### config.mk
export PLATFORM = sky130hd
export DESIGN_NAME = multicycle_control
export DESIGN_NICKNAME = d
export VERILOG_FILES = /design/src/rtl/multicycle_control.sv
export SDC_FILE = /design/constraint.sdc
export NUM_CORES = 1
export LEC_CHECK = 0
export BUFFER_PORTS_ARGS = -buffer_cell sky130_fd_sc_hd__buf_4
export CAP_MARGIN = 20
export CORE_MARGIN = 3
export CORE_UTILIZATION = 30
export CTS_CLUSTER_SIZE = 16
export DETAILED_ROUTE_END_ITERATION = 6
export PLACE_DENSITY = 0.58
export SETUP_SLACK_MARGIN = 0.1
export SYNTH_ARGS = -nofsm -noshare
export SYNTH_HDL_FRONTEND = slang
export SYNTH_SLANG_ARGS = --single-unit
### constraint.sdc
create_clock -name clk -period 2.09 [get_ports clk]
set_input_delay 0.209 -clock clk [delete_from_list [all_inputs] [get_ports clk]]
set_output_delay 0.209 -clock clk [all_outputs]
set_load 0.1 [all_outputs]
### src/rtl/multicycle_control.sv
// multicycle_control: multi-cycle MIPS control FSM. Sequences fetch/decode/execute/memory/
// writeback for R-type, lw, sw, beq and j over a shared memory and ALU, with a mem_ready
// handshake, a per-access wait limit and sticky error flags.
//
// Optional feature macro: CTRL_RETIRE_CNT_EN (retired-instruction counter). When undefined,
// retired is tied to zero and no counter flops exist.
//
// Ports:
//   clk, rst_n            clock (rising edge), asynchronous active-low reset
//   opcode[5:0]           IR[31:26], stable from DECODE until the return to FETCH
//   zero                  ALU zero flag (branch condition)
//   mem_ready             shared memory completes the current access this cycle
//   mem_read, mem_write   memory strobes; iord selects PC (0) or ALUOut (1) address
//   ir_write, reg_write   IR load, register file write enable
//   reg_dst, mem_to_reg   write register select (rt/rd), write data select (ALUOut/MDR)
//   alu_src_a, alu_src_b  ALU operand selects; alu_op 00=add 01=sub 10=funct
//   pc_source, pc_en      PC source select and PC load enable
//   state[3:0]            current state encoding (debug)
//   illegal_op            sticky unknown-opcode flag
//   mem_timeout           sticky memory-wait-limit flag
//   retired[CNT_W-1:0]    retired-instruction count
module multicycle_control #(
   parameter int unsigned MEM_WAIT_MAX = 15,
   parameter int unsigned CNT_W        = 16
) (
   input  logic             clk,
   input  logic             rst_n,
   input  logic [5:0]       opcode,
   input  logic             zero,
   input  logic             mem_ready,
   output logic             mem_read,
   output logic             mem_write,
   output logic             iord,
   output logic             ir_write,
   output logic             reg_write,
   output logic             reg_dst,
   output logic             mem_to_reg,
   output logic             alu_src_a,
   output logic [1:0]       alu_src_b,
   output logic [1:0]       alu_op,
   output logic [1:0]       pc_source,
   output logic             pc_en,
   output logic [3:0]       state,
   output logic             illegal_op,
   output logic             mem_timeout,
   output logic [CNT_W-1:0] retired
);

   typedef enum logic [3:0] {
      StIdle    = 4'd0,
      StFetch   = 4'd1,
      StDecode  = 4'd2,
      StMemAddr = 4'd3,
      StMemRd   = 4'd4,
      StMemWb   = 4'd5,
      StMemWr   = 4'd6,
      StRExec   = 4'd7,
      StRWb     = 4'd8,
      StBranch  = 4'd9,
      StJump    = 4'd10
   } state_e;

   localparam logic [7:0] WaitMax = 8'(MEM_WAIT_MAX);

   state_e     r_state;
   state_e     w_next;
   logic [7:0] r_wait;
   logic [7:0] w_wait_next;
   logic       r_illegal;
   logic       r_timeout;
   logic       w_pc_write;
   logic       w_pc_write_cond;
   logic       w_set_illegal;
   logic       w_mem_state;
   logic       w_at_limit;
   logic       w_enter_wait;

   // States that wait on the shared memory handshake.
   assign w_mem_state = (r_state == StFetch) || (r_state == StMemRd) || (r_state == StMemWr);
   // Limit reached with no completion: abort. mem_ready on the limit cycle still succeeds.
   assign w_at_limit  = w_mem_state && !mem_ready && (r_wait == WaitMax);

   always_comb begin
      mem_read        = 1'b0;
      mem_write       = 1'b0;
      iord            = 1'b0;
      ir_write        = 1'b0;
      reg_write       = 1'b0;
      reg_dst         = 1'b0;
      mem_to_reg      = 1'b0;
      alu_src_a       = 1'b0;
      alu_src_b       = 2'b00;
      alu_op          = 2'b00;
      pc_source       = 2'b00;
      w_pc_write      = 1'b0;
      w_pc_write_cond = 1'b0;
      w_set_illegal   = 1'b0;
      w_next          = r_state;

      case (r_state)
         StIdle: w_next = StFetch;
         StFetch: begin
            mem_read  = 1'b1;
            alu_src_b = 2'b01;
            if (mem_ready) begin
               ir_write   = 1'b1;
               w_pc_write = 1'b1;
               w_next     = StDecode;
            end
         end
         StDecode: begin
            alu_src_b = 2'b11;
            case (opcode)
               6'd35, 6'd43: w_next = StMemAddr;
               6'd0:         w_next = StRExec;
               6'd4:         w_next = StBranch;
               6'd2:         w_next = StJump;
               default: begin
                  w_next        = StFetch;
                  w_set_illegal = 1'b1;
               end
            endcase
         end
         StMemAddr: begin
            alu_src_a = 1'b1;
            alu_src_b = 2'b10;
            w_next    = (opcode == 6'd35) ? StMemRd : StMemWr;
         end
         StMemRd: begin
            mem_read = 1'b1;
            iord     = 1'b1;
            if (mem_ready) w_next = StMemWb;
         end
         StMemWb: begin
            reg_write  = 1'b1;
            mem_to_reg = 1'b1;
            w_next     = StFetch;
         end
         StMemWr: begin
            mem_write = 1'b1;
            iord      = 1'b1;
            if (mem_ready) w_next = StFetch;
         end
         StRExec: begin
            alu_src_a = 1'b1;
            alu_op    = 2'b10;
            w_next    = StRWb;
         end
         StRWb: begin
            reg_write = 1'b1;
            reg_dst   = 1'b1;
            w_next    = StFetch;
         end
         StBranch: begin
            alu_src_a       = 1'b1;
            alu_op          = 2'b01;
            pc_source       = 2'b01;
            w_pc_write_cond = 1'b1;
            w_next          = StFetch;
         end
         StJump: begin
            pc_source  = 2'b10;
            w_pc_write = 1'b1;
            w_next     = StFetch;
         end
         default: w_next = StIdle;
      endcase

      if (w_at_limit) begin
         w_next     = StFetch;
         ir_write   = 1'b0;
         w_pc_write = 1'b0;
         reg_write  = 1'b0;
      end
   end

   // A timeout re-enters FETCH from FETCH; treat that as a fresh entry so the count restarts.
   assign w_enter_wait = ((w_next == StFetch) || (w_next == StMemRd) || (w_next == StMemWr)) &&
                         ((w_next != r_state) || w_at_limit);

   always_comb begin
      w_wait_next = r_wait;
      if (w_enter_wait) begin
         w_wait_next = 8'd0;
      end else if (w_mem_state && !mem_ready) begin
         w_wait_next = r_wait + 8'd1;
      end
   end

   always_ff @(posedge clk or negedge rst_n) begin
      if (!rst_n) begin
         r_state   <= StIdle;
         r_wait    <= 8'd0;
         r_illegal <= 1'b0;
         r_timeout <= 1'b0;
      end else begin
         r_state <= w_next;
         r_wait  <= w_wait_next;
         if (w_set_illegal) r_illegal <= 1'b1;
         if (w_at_limit)    r_timeout <= 1'b1;
      end
   end

   assign pc_en       = w_pc_write | (w_pc_write_cond & zero);
   assign state       = r_state;
   assign illegal_op  = r_illegal;
   assign mem_timeout = r_timeout;

`ifdef CTRL_RETIRE_CNT_EN
   logic             w_retire;
   logic [CNT_W-1:0] r_retired;

   // Only normal completions count; aborts (illegal opcode, timeout) never reach these arcs.
   assign w_retire = (w_next == StFetch) && !w_at_limit &&
                     ((r_state == StMemWb) || (r_state == StRWb) || (r_state == StBranch) ||
                      (r_state == StJump) || ((r_state == StMemWr) && mem_ready));

   always_ff @(posedge clk or negedge rst_n) begin
      if (!rst_n) begin
         r_retired <= '0;
      end else if (w_retire) begin
         r_retired <= r_retired + {{(CNT_W-1){1'b0}}, 1'b1};
      end
   end

   assign retired = r_retired;
`else
   assign retired = '0;
`endif

endmodule

==> flow_metrics.py, run 1 <==
metrics = {
    "run_status": {
        "outcome": "complete, no violations",
    },
    "floorplan": {
        "io_pins": 47,
        "die_w_um": 68.4,
        "fp-row-count": 22,
        "die_y_um": 68.4,
        "core-area_um2": 3720,
        "die_area_um2": 4680,
        "start_util_pct": 31.4,
    },
    "routing": {
        "wire_per_inst_um": 12.2,
        "finalWirelength_um": 2880,
        "firstDrtPassIters": 4,
        "drc_errors": 0,
        "vias": 1102,
        "drt_iter0_drc": 24,
        "ant_nets": 0,
        "routed_via_density": 4.65,
    },
    "layout": {
        "seqCellArea_um2": 363,
        "nNetsFinal": 202,
        "drive_gt1_share_pct": 51.9,
        "nFillCells": 367,
        "multi_input_area_um2": 886,
        "layout.cells.non_filler": 237,
        "syn2layout_area_growth_pct": 52.7,
        "diodes": 0,
    },
    "synthesis": {
        "yosysMostFrequentCell": "nor2_1",
        "synth_top_area_cell": "dfrtp_1",
        "netlist.area_leader.share_pct": 30.0,
        "ys_seq_area_share_pct": 30.0,
        "synth_cell_type_count": 44,
        "syn-instance-count": 138,
        "yosysWarnings": 0,
        "synth_area_leaders": "dfrtp_1 30%, buf_4 11%, nor2_1 6.1%",
        "yosys_register_bits": 14,
        "synthArstFlopShare_pct": 100,
        "ys_top_cells_by_count": "19 x nor2_1, 17 x buf_4, 14 x dfrtp_1",
        "syn_area_um2": 1170,
        "syn_area_per_cell_um2": 8.47,
        "synth-edff-count": 0,
        "synthFlopType": "dfrtp_1",
    },
    "placed_design": {
        "port-buffer-count": 30,
        "gp_congestion": 0.810,
        "placed_cells": 223,
        "hpwl_um": 2280,
    },
    "clock_network": {
        "cts_made_buffers": 3,
        "clockBufferDepth": 2,
        "htreeDepth": 1,
        "cts_tree": "done",
        "worstSkewPairLatency_ns": 0.24,
        "cts.root.buffer_cell": "clkbuf_8",
        "clkSinkCount": 14,
        "clkTransAtPathRegs_ns": 0.05,
    },
    "timing": {
        "min_period_over_period_pct": 96.9,
        "maxSlewViolCount": 0,
        "finalSetupViolations": 0,
        "finClkSkew_ns": 0.000690,
        "max_freq_mhz": 494,
        "hold_viol_final": 0,
        "rsz0062_at_grt": "yes",
        "period_minus_slack_ns": 2.03,
        "hold-worst-slack_ns": 0.342,
    },
    "setup_path": {
        "cp_num_cells": 8,
        "cp.arrival_ns": 2.15,
        "crit_required_ns": 2.22,
        "critPathMaxFanout": 4,
        "reg2reg_slack_ns": 0.06,
        "cp_top_family": "compound AO/OA/AOI/OAI gates",
        "cp_common_cell": "buf_4",
        "endpoint": "r_wait[5]",
        "crit_path_start_kind": "flip-flop",
        "cp-end-kind": "flip-flop",
        "reg2reg_to": "r_wait[5]",
        "worstSetupPathType": "reg -> reg",
        "path_cells": "buf_4, nand2b_1, o22ai_2, a211oi_2, or3b_4, a221oi_4, buf_4, nor2_1",
        "rr_worst_depth": 8,
        "slowest_delay_ns": 0.42,
        "critPathSlowestCell": "dfrtp_2",
        "critPathLaunch": "state[1]",
        "crit_buf_inv": 2,
        "r2r-start": "state[1]",
    },
    "global_route": {
        "track_usage_pct": 13.2,
        "grt.overflow.total": 0,
        "grt_max_degree": 15,
        "grt_pass1_vias": 1065,
        "grt_pass1_wl_um": 4700,
        "antenna_found_initial": 0,
    },
    "hold_path": {
        "hold_class": "in -> async",
    },
    "run": {
        "maxCapViolCount": 0,
    },
}
-- area by class of cell --
type | instances | share of cell area, %
multi-input combinational | 116 | 49.6
timing repair buffer | 54 | 23.9
sequential | 14 | 20.3
tap | 48 | 3.37
clock buffer | 3 | 2.31
inverter | 2 | 0.421
-- flip-flops by register name (all words and copies together) (netlist names) --
name,cells
r_wait,8
illegal_op,1
mem_timeout,1
state,4
-- layer usage --
layer / vias up / wire [µm] / part of all wire, % / GRT usage, %
li1: 548 / - / - / -
met1: 508 / 1160 / 40 / 15.3
met2: 39 / 1480 / 51 / 24.1
met3: 7 / 166 / 5.8 / 1.64
met4: 0 / 74 / 2.6 / 5.71
met5: - / 0 / 0 / 0
-- how the worst min path moves through the flow --
stage | depth (start not counted) | endpoint | start
detailed placement | 1 | r_wait[6] | rst_n
floorplan | 0 | illegal_op | rst_n
finish | 2 | r_wait[6] | rst_n
CTS | 2 | r_wait[0] | rst_n
global route | 2 | r_wait[5] | rst_n
global placement | 1 | r_wait[7] | rst_n
-- kinds of logic (layout without fill, tap and decap cells) --
family	count (synthesis)	in the layout	synth area share, %
and+or+nand+nor	69	69	33.5
buffers and inverters	23	59	13.3
AOI/OAI and AO/OA	19	19	13.5
DFF	14	14	30.0
xor gates and xnor gates	10	10	7.50
adders and majority gates	1	1	1.07
other	1	16	0.321
muxes	1	1	0.857
-- stage by stage --
| step | setup TNS (ns) | util (%) | area (µm²) | setup slack (ns) |
|---|---|---|---|---|
| floorplan | -6.12 | - | 1390 | -0.644 |
| global placement | 0 | 43.2 | 1610 | 0.0630 |
| detailed placement | 0 | 43.2 | 1610 | 0.0196 |
| CTS | 0 | 46.9 | 1740 | 0.0970 |
| global route | -0.240 | 48.0 | 1780 | -0.0360 |
| finish | 0 | 48.0 | 1780 | 0.0644 |
-- layout by cell type, fill, tap and decap left out, types with 2 or more instances in the layout --
cell      instances
buf_6             3
xnor2_1           2
nor2_2            7
nand4_1           4
dfrtp_1          10
nand2_2           2
nor3_4            2
inv_1             2
conb_1           16
buf_4            49
nor2b_1           2
nor3b_1           2
and3_1            4
clkbuf_8          3
nand2b_1          5
dfrtp_4           3
nand2_1           9
a211oi_2          2
xor2_1            7
nor2_4            6
o21ai_1           2
nor2_1            7
o21ai_0           3
-- what timing repair did --
item,CTS,global route
gates cloned,0,0
hold buffers,1,0
setup endpoints to repair,9,12
setup buffers,9,1
hold endpoints to repair,14,0
resized for setup,7,11
pin swaps,2,2
Power of run 1 is left out: the tool's default activity adds up to more than one toggle a clock period on the data nets, which glitch-free logic cannot reach.
==> inputs of run 2 (changes only) <==
- CORE_UTILIZATION: 30 -> 48
- PLACE_DENSITY: 0.58 -> 0.83
- RECOVER_POWER: default -> 100
==> run 2 against run 1 <==
Flip-flop and latch count unchanged. Sequential share of layout area up 0.60 points. Clock skew grew 0.011 ns. Count of clock-buffer cells in the layout increased by 1. Worst hold slack lost 0.059 ns. Cell count fell by 8.9%. Design area fell by 2.9%. Critical endpoint is now r_wait[4].
==> flow_metrics.py, run 2 (same netlist as run 1, synthesis figures left out) <==
metrics = {
    "run_status": {
        "outcome": "complete, no violations",
    },
    "routing": {
        "vias": 1166,
        "firstDrtPassIters": 4,
        "drc_errors": 0,
        "routed_via_density": 5.40,
        "finalWirelength_um": 3170,
        "ant_nets": 0,
        "wire_per_inst_um": 14.7,
        "drt_iter0_drc": 38,
    },
    "global_route": {
        "antenna_found_initial": 0,
        "grt_max_degree": 15,
        "met2_usage_pct": 40.4,
        "met3_usage_pct": 2.80,
        "track_usage_pct": 21.7,
        "grt-busiest-layer": "met2",
        "grt_pass1_vias": 1121,
        "grt.overflow.total": 0,
        "met1_usage_pct": 24.2,
        "grt_pass1_wl_um": 5300,
    },
    "layout": {
        "nFillCells": 169,
        "mostFrequentLayoutCells": "38 x buf_4, 16 x conb_1, 12 x nor2_1",
        "diodes": 0,
        "drive_gt1_share_pct": 44.7,
        "largest_register_ffs": 8,
        "max_flop_register": "r_wait",
        "layout.cells.non_filler": 216,
        "syn2layout_area_growth_pct": 48.3,
        "final_common_cell": "buf_4",
        "nNetsFinal": 200,
    },
    "placed_design": {
        "hpwl_um": 2310,
        "placed_cells": 203,
        "dp_slack_ns": -0.0473,
        "port-buffer-count": 30,
        "gp_congestion": 0.809,
    },
    "hold_path": {
        "hold_class": "in -> reg",
        "hp-start": "opcode[3]",
    },
    "floorplan": {
        "die_area_um2": 3060,
        "io_pins": 47,
        "start_util_pct": 51.8,
        "die_y_um": 55.3,
        "die_w_um": 55.3,
        "core-area_um2": 2250,
        "fp-row-count": 17,
    },
    "timing": {
        "layout_setup_ws_ns": 0.0329,
        "maxSlewViolCount": 0,
        "finalSetupViolations": 0,
        "worst-slew-pin-transition_ns": 1.18,
        "maxSlewHeadroom_pct": 21.7,
        "max_freq_mhz": 486,
        "finClkSkew_ns": 0.0119,
        "min_period_over_period_pct": 98.4,
        "hold_viol_final": 0,
        "rsz0062_at_grt": "yes",
        "period_minus_slack_ns": 2.06,
        "finalSetupTns_ns": 0,
    },
    "setup_path": {
        "cp_top_family": "simple AND/OR/NAND/NOR gates",
        "critPathLaunch": "state[0]",
        "critPathMaxFanout": 8,
        "r2r-start": "state[0]",
        "crit_path_start_kind": "flip-flop",
        "crit_buf_inv": 1,
        "path_cells": "or2b_1, o22ai_2, a211oi_2, or3b_4, a221oi_4, buf_6, nor2_1",
        "worstSetupPathType": "reg -> reg",
        "critPathSlowestCell": "dfrtp_4",
        "crit_required_ns": 2.26,
        "cp.arrival_ns": 2.23,
        "slowest_delay_ns": 0.52,
        "cp-end-kind": "flip-flop",
    },
    "clock_network": {
        "cts.root.buffer_cell": "clkbuf_4",
        "clkTransAtPathRegs_ns": 0.08,
        "clockBufferDepth": 2,
        "htreeDepth": 1,
        "clkSinkCount": 14,
        "cts_made_buffers": 3,
        "worstSkewPairLatency_ns": 0.29,
        "cts_tree": "done",
    },
    "run": {
        "maxCapViolCount": 0,
    },
}
==> run 2: path summary, 6_finish.rpt <==
kind / cells past startpoint / slack [ns] / end
worst max register to register: 7 / 0.03 / r_wait[4]
min in group asynchronous: 2 / 0.48 / state[2]
max in group asynchronous: 2 / 1.09 / state[3]
worst min register to register: 1 / 0.46 / illegal_op
worst min-delay path: 4 / 0.28 / state[3]
worst max-delay path: 7 / 0.03 / r_wait[4]
==> run 2: metal layers <==
metal | wire length (µm) | vias up
met5 | 0 | -
met4 | 76 | 0
met3 | 227 | 9
met2 | 1750 | 62
met1 | 1110 | 557
li1 | - | 538
==> run 2: worst min-delay path: cells and delay by family <==
kind | cells | cell delay [ns]
buffers and inverters | 1 | 0.09
AOI/OAI and AO/OA | 1 | 0.11
and+or+nand+nor | 2 | 0.12
==> run 2: stage by stage <==
step / util (%) / instance area, µm² / hold WS (ns)
after floorplan: - / 1390 / -0.0866
after global placement: 70.1 / 1580 / 0.0614
after detailed placement: 70.1 / 1580 / 0.0644
after CTS: 74.5 / 1680 / 0.281
after global routing: 76.9 / 1730 / 0.307
final: 76.9 / 1730 / 0.284
==> run 2: final cells by class <==
| type | instances | area, µm² | share of cell area, % |
|---|---|---|---|
| tap | 28 | 35.0 | 2.02 |
| multi-input combinational | 116 | 858 | 49.5 |
| sequential | 14 | 363 | 20.9 |
| timing repair buffer | 52 | 443 | 25.6 |
| clock buffer | 4 | 26.3 | 1.52 |
| inverter | 2 | 7.51 | 0.433 |
==> run 2: timing repair <==
| item | in CTS | in global routing |
|---|---|---|
| pin swaps | 3 | 3 |
| cloned | 0 | 0 |
| gates resized for setup | 4 | 15 |
| endpoints found under the setup margin | 11 | 12 |
| setup buffers | 7 | 1 |
| endpoints found under the hold margin | 14 | 0 |
| hold buffers | 1 | 0 |
Power of run 2 is left out for the same reason.
